==> src/rtl/new_means_sequencer.sv <==
// Walks centroids 0..7, divides each coordinate sum by its point count and presents the mean.
// Optional build macro NEW_MEANS_ROUND_EN selects round-half-away-from-zero instead of truncation.
module new_means_sequencer #(
  parameter int accum_cord_width = 22,
  parameter int cordinate_width  = 13,
  parameter int count_width      = 10,
  parameter int centroid_num     = 8,
  parameter int accum_width      = 7 * accum_cord_width,
  parameter int dataWidth        = 7 * cordinate_width
) (
  input  logic                            clk,
  input  logic                            rst,
  input  logic                            start,
  output logic                            busy,
  output logic                            done,
  output logic [$clog2(centroid_num)-1:0] acc_rd_addr,
  input  logic [accum_width-1:0]          accum_in,
  input  logic [count_width-1:0]          count_in,
  output logic [dataWidth-1:0]            new_centroid,
  output logic [$clog2(centroid_num)-1:0] cent_num,
  output logic                            divide_by_0,
  output logic                            convergence_reg_en,
  output logic                            convergence_regs_reset_n
);

  localparam int num_cords  = 7;
  localparam int idx_width  = $clog2(centroid_num);
  localparam int div_width  = accum_cord_width + 1;
  localparam int iter_width = $clog2(div_width);
  localparam logic [iter_width-1:0] last_iter = iter_width'(div_width - 1);
  localparam logic [idx_width-1:0]  last_idx  = idx_width'(centroid_num - 1);

  typedef enum logic [2:0] {IDLE, CLEAR, FETCH, DIV, PRESENT, DONE} state_t;

  state_t state, state_next;

  logic [idx_width-1:0]                    idx;
  logic [iter_width-1:0]                   iter;
  logic [count_width-1:0]                  divisor;
  logic [num_cords-1:0]                    neg;
  logic [num_cords-1:0][div_width-1:0]     sum_ext;
  logic [num_cords-1:0][div_width-1:0]     dividend;
  logic [num_cords-1:0][div_width-1:0]     quo;
  logic [num_cords-1:0][div_width-1:0]     quo_step;
  logic [num_cords-1:0][count_width-1:0]   rem;
  logic [num_cords-1:0][count_width-1:0]   rem_step;
  logic [num_cords-1:0][count_width:0]     rem_shift;
  logic [dataWidth-1:0]                    mean;
  logic                                    count_zero;

  assign count_zero = (count_in == '0);

  // The extra dividend bit holds the magnitude of the most negative sum and any rounding carry
  always_comb begin
    sum_ext  = '0;
    dividend = '0;
    for (int c = 0; c < num_cords; c++) begin
      sum_ext[c] = {accum_in[(c+1)*accum_cord_width-1], accum_in[c*accum_cord_width +: accum_cord_width]};
`ifdef NEW_MEANS_ROUND_EN
      dividend[c] = (sum_ext[c][div_width-1] ? -sum_ext[c] : sum_ext[c]) + div_width'(count_in >> 1);
`else
      dividend[c] = sum_ext[c][div_width-1] ? -sum_ext[c] : sum_ext[c];
`endif
    end
  end

  // One restoring step for all seven dividers; the remainder always stays below the divisor
  always_comb begin
    rem_shift = '0;
    rem_step  = '0;
    quo_step  = '0;
    mean      = '0;
    for (int c = 0; c < num_cords; c++) begin
      rem_shift[c] = {rem[c], quo[c][div_width-1]};
      if (rem_shift[c] >= {1'b0, divisor}) begin
        rem_step[c] = count_width'(rem_shift[c] - {1'b0, divisor});
        quo_step[c] = {quo[c][div_width-2:0], 1'b1};
      end else begin
        rem_step[c] = rem_shift[c][count_width-1:0];
        quo_step[c] = {quo[c][div_width-2:0], 1'b0};
      end
      mean[c*cordinate_width +: cordinate_width] = neg[c] ? -quo_step[c][cordinate_width-1:0]
                                                          : quo_step[c][cordinate_width-1:0];
    end
  end

  always_ff @(posedge clk) begin
    if (rst) state <= IDLE;
    else     state <= state_next;
  end

  always_comb begin
    state_next = state;
    case (state)
      IDLE:    if (start) state_next = CLEAR;
      CLEAR:   state_next = FETCH;
      FETCH:   state_next = count_zero ? PRESENT : DIV;
      DIV:     if (iter == last_iter) state_next = PRESENT;
      PRESENT: state_next = (idx == last_idx) ? DONE : FETCH;
      DONE:    state_next = IDLE;
      default: state_next = IDLE;
    endcase
  end

  always_ff @(posedge clk) begin
    if (rst) begin
      quo     <= '0;
      rem     <= '0;
      divisor <= '0;
      neg     <= '0;
      iter    <= '0;
    end else if (state == FETCH) begin
      quo     <= dividend;
      rem     <= '0;
      divisor <= count_in;
      iter    <= '0;
      for (int c = 0; c < num_cords; c++) neg[c] <= accum_in[(c+1)*accum_cord_width-1];
    end else if (state == DIV) begin
      quo  <= quo_step;
      rem  <= rem_step;
      iter <= iter + iter_width'(1);
    end
  end

  // Outputs are registered from the next state so all PRESENT-side signals move on one edge
  always_ff @(posedge clk) begin
    if (rst) begin
      busy                     <= 1'b0;
      done                     <= 1'b0;
      acc_rd_addr              <= '0;
      new_centroid             <= '0;
      cent_num                 <= '0;
      divide_by_0              <= 1'b0;
      convergence_reg_en       <= 1'b0;
      convergence_regs_reset_n <= 1'b0;
      idx                      <= '0;
    end else begin
      busy               <= (state_next != IDLE);
      done               <= (state_next == DONE);
      convergence_reg_en <= (state_next == PRESENT);
      case (state_next)
        CLEAR: begin
          convergence_regs_reset_n <= 1'b0;
          acc_rd_addr              <= '0;
          idx                      <= '0;
        end
        FETCH: begin
          convergence_regs_reset_n <= 1'b1;
          if (state == PRESENT) idx <= idx + 1'b1;
        end
        PRESENT: begin
          cent_num     <= idx;
          acc_rd_addr  <= idx + 1'b1;
          new_centroid <= (state == FETCH) ? '0 : mean;
          divide_by_0  <= (state == FETCH);
        end
        DONE:    cent_num <= '0;
        default: ;
      endcase
    end
  end

endmodule

==> config.mk <==
export PLATFORM = sky130hd
export DESIGN_NAME = new_means_sequencer
export DESIGN_NICKNAME = d
export VERILOG_FILES = /design/src/rtl/new_means_sequencer.sv
export SDC_FILE = /design/constraint.sdc
export NUM_CORES = 1
export LEC_CHECK = 0
export BUFFER_PORTS_ARGS = -buffer_cell sky130_fd_sc_hd__buf_2
export CAP_MARGIN = 20
export CORE_ASPECT_RATIO = 2
export CORE_MARGIN = 3
export CORE_UTILIZATION = 45
export CTS_BUF_LIST = sky130_fd_sc_hd__clkbuf_8
export DETAILED_ROUTE_END_ITERATION = 10
export PLACE_DENSITY = 0.73
export SYNTH_ARGS = -nofsm -noshare
export SYNTH_HDL_FRONTEND = slang
export SYNTH_SLANG_ARGS = --single-unit
==> constraint.sdc <==
create_clock -name clk -period 10.55 [get_ports clk]
set_clock_uncertainty 0.2 [all_clocks]
set_input_delay 1.055 -clock clk [delete_from_list [all_inputs] [get_ports clk]]
set_output_delay 1.055 -clock clk [all_outputs]
set_load 0.05 [all_outputs]
# == Yosys cells after proc, flatten, opt, wreduce, memory -nomap -nowiden ==
# Index checks and enable logic that the tools add are counted.
# totals
ff_bits,361
in_bits,167
out_inout_bits,102
word_cells,118
# op_classes
n_addsub,23
magnitude_cmp,7
eq_ne,11
muxes,41
reduce_logical,9
# ops
cell,n
2-to-1 mux 161 bit,2
2-to-1 mux 23 bit,7
negation 23 bit,7
2-to-1 mux 13 bit,7
2-to-1 mux 91 bit,1
negation 13 bit,7
greater-or-equal comparator 11 x 10 -> 1 bit,7
2-to-1 mux 10 bit,7
subtractor 10 bit,7
case mux 3 bit (2 select lines),3
2-to-1 mux 3 bit,5
case mux 3 bit (5 select lines),1
equality test 3 bit (second input constant),4
logical NOT 10 bit,1
equality test 3 x 2 -> 1 bit (second input constant),3
nonzero test 2 bit,4
2-to-1 mux 1 bit,7
equality test 3 x 1 -> 1 bit (second input constant),2
adder 5 x 1 -> 5 bit (second input constant),1
equality test 5 bit (second input constant),1
adder 3 x 1 -> 3 bit (second input constant),1
logical NOT 3 bit,1
nonzero test 3 bit,1
inequality test 2 bit (second input constant),1
3 further kinds,3

# == Logic depth before layout (Yosys ltp) ==
# Gate-level depths: netlist of run 1.
# depth
word_depth,6
ltp_mapped,15
mapped_depth_nobuf,13

# == Worst setup path after synthesis of run 1 ==
# OpenSTA, ideal clock, no wires.
# synth_timing
path_kind,reg-to-reg
start,register divisor[8]
end,register new_centroid[49]
arrival_time_ps,2989
required_ps,10222
path_slack_ps,7232
stages_incl_launch_ff,15
n_path_buf,2
synth_period_minus_slack_ps,3318
cell_sequence,dfxtp_1 inv_1 ha_1 a21o_1 a211o_1 a31o_2 or2_1 clkbuf_1 inv_1 clkbuf_1 ha_1 nand3b_1 o41ai_1 xor2_1 o21ai_0
# synth_via
elab_chain_len,5
# synth_lines
element,line,source
"start, declared",39,logic [count_width-1:0] divisor;
"start signal, assigned",115,divisor <= count_in;
greater-or-equal comparator 11 x 10 -> 1 bit,75,"if (rem_shift[c] >= {1'b0, divisor}) begin"
2-to-1 mux 1 bit,75,
negation 13 bit,82,mean[c*cordinate_width +: cordinate_width] = neg[c] ? -quo_step[c][cordinate_width-1:0]
2-to-1 mux 13 bit,82,
2-to-1 mux 91 bit,154,new_centroid <= (state == FETCH) ? '0 : mean;
"end signal, assigned",154,
"end, declared",19,"output logic [dataWidth-1:0] new_centroid,"
# Every way passes these cells.
# A chain may end at the register's enable or synchronous reset.

# == Worst setup path in the final report of run 1 ==
# layout_timing
start,register state[0]
end,register cent_num[0]
# layout_via
elab_chain_len,4
# layout_lines
element,line,source
"start, declared",35,"state_t state, state_next;"
"start signal, assigned",89,else state <= state_next;
equality test 3 bit (tied with other cells),94,case (state)
case mux 3 bit (5 select lines) (*),94,
equality test 3 bit,141,case (state_next)
case mux 3 bit (2 select lines) or nonzero test 2 bit (tied branches),-,
"end signal, assigned",152,cent_num <= idx;
"end, declared",20,"output logic [$clog2(centroid_num)-1:0] cent_num,"
# Every way passes the cells marked *; elsewhere a longest branch is shown, timed or not.

==> flow_summary.json, run 1 <==
{
  "fp.dieArea_sq_um": 50900,
  "cts_max_level": 2,
  "arrival_ps": 4400,
  "grt_use_met1": 0.289,
  "cp_cell_sequence": "inv_2 -> buf_4 -> mux2_2 -> nand2b_2 -> a21oi_1 -> and2_1 -> a32o_1",
  "hold_path_end": "quo[39]$_SDFFE_PP0P_",
  "track_usage": 0.270,
  "busiest_layer": "met2",
  "worst_hold_slack_ps": 251,
  "period_needed_ps": 4030,
  "hold_path.class": "flip-flop to flip-flop",
  "die_w_um": 161,
  "vias_per_cell": 5.91,
  "clock_path_buffers": 3,
  "cts_setup_buffers": 0,
  "synth-async-reset-ratio": 0,
  "drtIter0Drc": 1567,
  "p_int_w": 0.00272,
  "switching_power_w": 0.00172,
  "io_pins": 269,
  "ctsRootBufferMaster": "clkbuf_8",
  "post_cts_resized": 0,
  "worstPathMaxFanout": 84,
  "multiInputGateArea_sq_um": 13600,
  "routedWlPerCell_um": 19.4,
  "clkPwrFrac": 0.277,
  "power.density_cell_area_nw_per_um2": 180,
  "max_slew_margin": 0.309,
  "synth_ff_type": "dfxtp_1",
  "hp-start": "quo[39]$_SDFFE_PP0P_",
  "place_ws_ps": 6500,
  "tightest_slew_ps": 1030,
  "firstDrtPassIters": 6,
  "clkTransAtPathRegs_ps": 80,
  "setup.worst_path.end_class": "flip-flop",
  "synth_cells": 2835,
  "sw_frac_of_total": 0.387,
  "hold_violations": 0,
  "syn_avg_cell_area_sq_um": 7.64,
  "drive_gt1_frac": 0.138,
  "synth_top_area_cell": "dfxtp_1",
  "synth_edf_count": 0,
  "grtUsageMet2": 0.487,
  "synth-compound-area-share": 0.242,
  "pwr-share-comb": 0.364,
  "fin_crit_sh": 0.382,
  "synth-simple-area-share": 0.202,
  "cap_violations": 0,
  "synthDistinctLibCells": 70,
  "r2r_start": "state[0]$_SDFF_PP0_",
  "startpoint_type": "flip-flop",
  "first_global_vias": 21539,
  "clock_latency_ps": 650,
  "ctsHoldBuffers": 0,
  "reg2regPathDepth": 7,
  "syn-num-nets": 3097,
  "worstReg2RegEnd": "cent_num[0]$_SDFFE_PP0P_",
  "core_area_sq_um": 47500,
  "ant_nets": 0,
  "grt_pass1_wl_um": 112000,
  "synthXorXnorAreaFrac": 0.103,
  "fin_nets": 3272,
  "r2r_slack_ps": 6520,
  "synth_seq_area_share": 0.334,
  "worstSetupPathType": "flip-flop to flip-flop",
  "nFillCells": 4662,
  "io_buffers": 268,
  "synthMuxAreaShare": 0.0197,
  "use_met3": 0.0481,
  "max_freq_mhz": 248,
  "row_count": 113,
  "die_h_um": 316,
  "status": "completed",
  "cts_tree": "built",
  "slew_viol_final": 0,
  "wl_um": 71700,
  "hold_path_depth": 2,
  "leakagePower_nw": 9.90,
  "synthTopCellsByArea": "dfxtp_1, nand2_1, o21ai_0, xor2_1, a21oi_1",
  "critical-path-max-stage-delay_ps": 700,
  "synth_top_family_by_area": "compound AO/OA/AOI/OAI gates",
  "synth.most_common_cell": "nand2_1",
  "gr-total-overflow": 0,
  "seqCellArea_sq_um": 7230,
  "hpwl_um": 51500,
  "area_delta_synth_final_pct": 13.5,
  "setup_tns_ps": 0,
  "vdd_drop_max_v": 0.000110,
  "fin_util": 0.517,
  "cp.required_ps": 10920,
  "vias": 21796,
  "numClockSinks": 361,
  "worst_slack_ps": 6520,
  "ys.warnings.count": 0,
  "seqPwrFrac": 0.359,
  "setup_viol": 0,
  "synth-seq-cells": 361,
  "antenna_found_initial": 14,
  "gp_congestion": 0.897,
  "synthAdderAreaFrac": 0.0573,
  "initial_core_util": 0.456,
  "critPathSlowestCell": "inv_2",
  "drc": 0,
  "syn_area_sq_um": 21600,
  "synth_common_cells": "nand2_1, dfxtp_1, o21ai_0",
  "grt_max_degree": 134,
  "cts_buffers": 52,
  "synth_top_area_share": 0.334,
  "rsz0062_at_grt": "no"
}
## power by group through the flow
stage	registers, W	clock network (W)	logic [W]
floorplan	0.00156	0	0.00118
CTS	0.00159	0.00125	0.00159
detailed placement	0.00162	0	0.00159
global route	0.00161	0.00130	0.00178
global placement	0.00161	0	0.00155
finish	0.00159	0.00123	0.00161
## cells by family (layout without fill, tap and decap cells)
group | Yosys count | after routing
adders and majority gates | 95 | 95
other | 0 | 8
muxes | 42 | 42
DFF | 361 | 361
xor gates and xnor gates | 254 | 254
AOI/OAI and AO/OA | 878 | 878
and+or+nand+nor | 962 | 962
buffers and inverters | 243 | 457
## critical path, delay by kind of cell (launching register included)
kind | cells | cell delay (ps)
flops | 1 | 580
compound gates | 2 | 570
simple gates | 2 | 880
buf+inv | 2 | 1240
mux | 1 | 420
## cell usage in the layout, fill, tap and decap left out, drive strengths merged, types with 33 or more instances in the layout
| cell type | Yosys | routed |
|---|---|---|
| a21oi | 252 | 252 |
| a22oi | 40 | 40 |
| buf | 9 | 291 |
| clkbuf | 161 | 72 |
| dfxtp | 361 | 361 |
| ha | 88 | 88 |
| inv | 68 | 80 |
| mux2i | 38 | 38 |
| nand2 | 489 | 489 |
| nand2b | 34 | 34 |
| nand3 | 49 | 49 |
| nor2 | 177 | 177 |
| nor3 | 36 | 36 |
| o211ai | 40 | 40 |
| o21ai | 330 | 330 |
| o31ai | 56 | 56 |
| or3 | 33 | 33 |
| xnor2 | 109 | 109 |
| xor2 | 145 | 145 |
## worst max-delay path by stage
stage                             from                             to  slack, ps  depth (start not counted)
6_report           state[0]$_SDFF_PP0_       cent_num[0]$_SDFFE_PP0P_       6520                          7
5_1_grt            state[0]$_SDFF_PP0_           rem[49]$_SDFFE_PP0P_       6270                          5
2_1_floorplan  divisor[8]$_SDFFE_PP0P_  new_centroid[49]$_SDFFE_PP0P_       7230                         14
3_5_place_dp                       rst           quo[58]$_SDFFE_PP0P_       6500                          7
4_1_cts            state[0]$_SDFF_PP0_           rem[39]$_SDFFE_PP0P_       6580                          5
3_3_place_gp                       rst          quo[104]$_SDFFE_PP0P_       6520                          7
## layer usage
layer,vias to the layer above,part of all wire
met5,-,0.00067
met4,8,0.066
met3,265,0.068
met2,863,0.50
met1,10295,0.36
li1,10365,-
## layout make-up
| cell class | count | share of cell area |
|---|---|---|
| inverters | 73 | 0.0112 |
| diodes | 8 | 0.000815 |
| multi-input cells | 2231 | 0.552 |
| repair buffers | 291 | 0.0624 |
| clock inverters | 21 | 0.00652 |
| flip-flops and latches | 361 | 0.294 |
| well taps | 632 | 0.0322 |
| clock buffers | 72 | 0.0403 |
## sequential cells by signal, indices dropped and copies added (netlist names)
signal / cells
convergence_reg_en: 1
iter: 5
rem: 70
state: 3
done: 1
cent_num: 3
idx: 3
divisor: 10
convergence_regs_reset_n: 1
busy: 1
new_centroid: 91
quo: 161
divide_by_0: 1
neg: 7
acc_rd_addr: 3
## stage by stage
step	total power [W]	instances	area (sq um)
after floorplan	0.00275	2835	21600
after global placement	0.00316	3587	23400
after detailed placement	0.00320	3588	23400
after CTS	0.00443	3681	24600
after global routing	0.00468	3685	24600
final	0.00443	3689	24600
Note: power is estimated with default switching activity, not from simulation.
==> run 2: changes to the inputs <==
PLACE_DENSITY = 0.76   (was 0.73)
clock period = 3.5 ns   (was 10.55 ns; I/O delays follow)
==> flow_summary.json, run 2 (same netlist as run 1, synthesis figures left out) <==
{
  "cp_common_cell": "dlygate4sd3_1",
  "drive_gt1_frac": 0.141,
  "grt_max_degree": 209,
  "top_register": "quo",
  "row_count": 113,
  "worstSetupPathType": "primary input to flip-flop",
  "routedWlPerCell_um": 19.0,
  "die_h_um": 316,
  "cp.required_ps": 3830,
  "vias": 22533,
  "fp.dieArea_sq_um": 50900,
  "hpwl_um": 50500,
  "total_power_w": 0.0141,
  "slew_viol_final": 0,
  "fin_util": 0.560,
  "arrival_ps": 3450,
  "final_common_cell": "nand2_1",
  "leakagePower_nw": 10.8,
  "startpoint_type": "primary input",
  "max_slew_margin": 0.335,
  "fin_nets": 3466,
  "first_global_vias": 22191,
  "reg.largest.list": "quo: 161 flops, new_centroid: 91 flops, rem: 70 flops",
  "cp_cell_sequence": "dlygate4sd3_1 -> buf_2 -> nor4_1 -> nand2_1 -> or4_4 -> mux2_2 -> dlygate4sd3_1 -> o22ai_1",
  "cts_max_level": 2,
  "clkTransAtPathRegs_ps": 70,
  "vdd_drop_max_v": 0.000288,
  "tightest_slew_ps": 991,
  "cts_buffers": 54,
  "gr-total-overflow": 0,
  "largest_reg_flops": 161,
  "cap_violations": 0,
  "antenna_found_initial": 7,
  "vias_per_cell": 5.80,
  "io_pins": 269,
  "crit_family": "simple AND/OR/NAND/NOR gates",
  "numClockSinks": 361,
  "final_cell_mix": "nand2_1, dfxtp_1, o21ai_0",
  "clock_path_buffers": 3,
  "period_needed_ps": 3120,
  "max_freq_mhz": 320,
  "nFillCells": 4474,
  "firstDrtPassIters": 7,
  "worstPathMaxFanout": 4,
  "io_buffers": 268,
  "initial_core_util": 0.456,
  "rsz0062_at_grt": "no",
  "die_w_um": 161,
  "ant_nets": 0,
  "status": "completed",
  "hold_path.class": "primary input to flip-flop",
  "setup_viol": 0,
  "area_delta_synth_final_pct": 22.9,
  "drtIter0Drc": 1645,
  "power.density_cell_area_nw_per_um2": 528,
  "fin_crit_sh": 0.891,
  "track_usage": 0.279,
  "critical-path-max-stage-delay_ps": 590,
  "hold_violations": 0,
  "cts_tree": "built",
  "setup.worst_path.end_class": "flip-flop",
  "cts_setup_buffers": 0,
  "grt_pass1_wl_um": 115000,
  "setup_tns_ps": 0,
  "clock_latency_ps": 660,
  "gp_congestion": 0.921,
  "core_area_sq_um": 47500,
  "drc": 0,
  "critPathSlowestCell": "or4_4",
  "wl_um": 73700,
  "ctsRootBufferMaster": "clkbuf_8",
  "cp.buffers_inverters": 3
}
-- run 2: cell types whose count changed in the layout (fill, tap and decap cells not counted), sizes merged --
cell         change
dlygate4sd3    +162
buf             +30
clkinv           +6
bufinv           +5
clkbuf           -3
diode            -3
inv              -1
-- run 2: where the power goes --
group | switching [W] | internal (W)
logic | 0.00315 | 0.00203
clock network | 0.00182 | 0.00229
registers | 0.000342 | 0.00442
-- run 2: through the flow --
stage	setup slack, ps	std cells	hold WS (ps)	cell area [sq um]
after global routing	253	3885	32.7	26600
after global placement	563	3618	231	23700
final	380	3885	21.6	26600
after floorplan	182	2835	224	21600
after detailed placement	490	3618	236	23700
after CTS	416	3880	2.04	26600
-- run 2: worst reg2reg max path, stage by stage (launching register included) --
cell and delay, ps:
dfxtp_1 360, inv_1 70, buf_4 190, ha_1 370, a21o_1 190, a211o_1 280, o21bai_2 200, clkinv_1 60
ha_1 200, nand3b_1 130, o41ai_1 320, xnor2_1 120, a22oi_1 180, nor2_1 60
-- run 2: area by class of cell --
| cell class | count | area, sq um | share of cell area |
|---|---|---|---|
| flip-flops and latches | 361 | 7230 | 0.272 |
| repair buffers | 483 | 3450 | 0.130 |
| multi-input cells | 2231 | 13600 | 0.510 |
| diodes | 5 | 12.5 | 0.000470 |
| clock inverters | 31 | 322 | 0.0121 |
| inverters | 73 | 274 | 0.0103 |
| clock buffers | 69 | 950 | 0.0357 |
| well taps | 632 | 791 | 0.0297 |
-- run 2: repair_timing --
action | 4_1_cts | 5_1_grt
resized for setup | 0 | 0
hold endpoints to repair | 167 | 0
hold buffers | 162 | 0
-- run 2: routing by layer --
layer / GRT usage / wire [um] / vias up
li1: - / - / 10756
met1: 0.297 / 26700 / 10674
met2: 0.509 / 37500 / 838
met3: 0.0463 / 4650 / 263
met4: 0.170 / 4800 / 2
met5: 0 / 7 / -
-- run 2: path summary, 6_finish.rpt --
check                           slack [ps]  cells past startpoint                       endpoint                           from
worst max-delay path                   380                      8           quo[19]$_SDFFE_PP0P_                    accum_in[2]
worst min-delay path                    20                      5           quo[72]$_SDFFE_PP0P_                   accum_in[69]
worst max register to register         460                     13  new_centroid[88]$_SDFFE_PP0P_        divisor[8]$_SDFFE_PP0P_
worst min register to register         250                      2  new_centroid[70]$_SDFFE_PP0P_  new_centroid[70]$_SDFFE_PP0P_
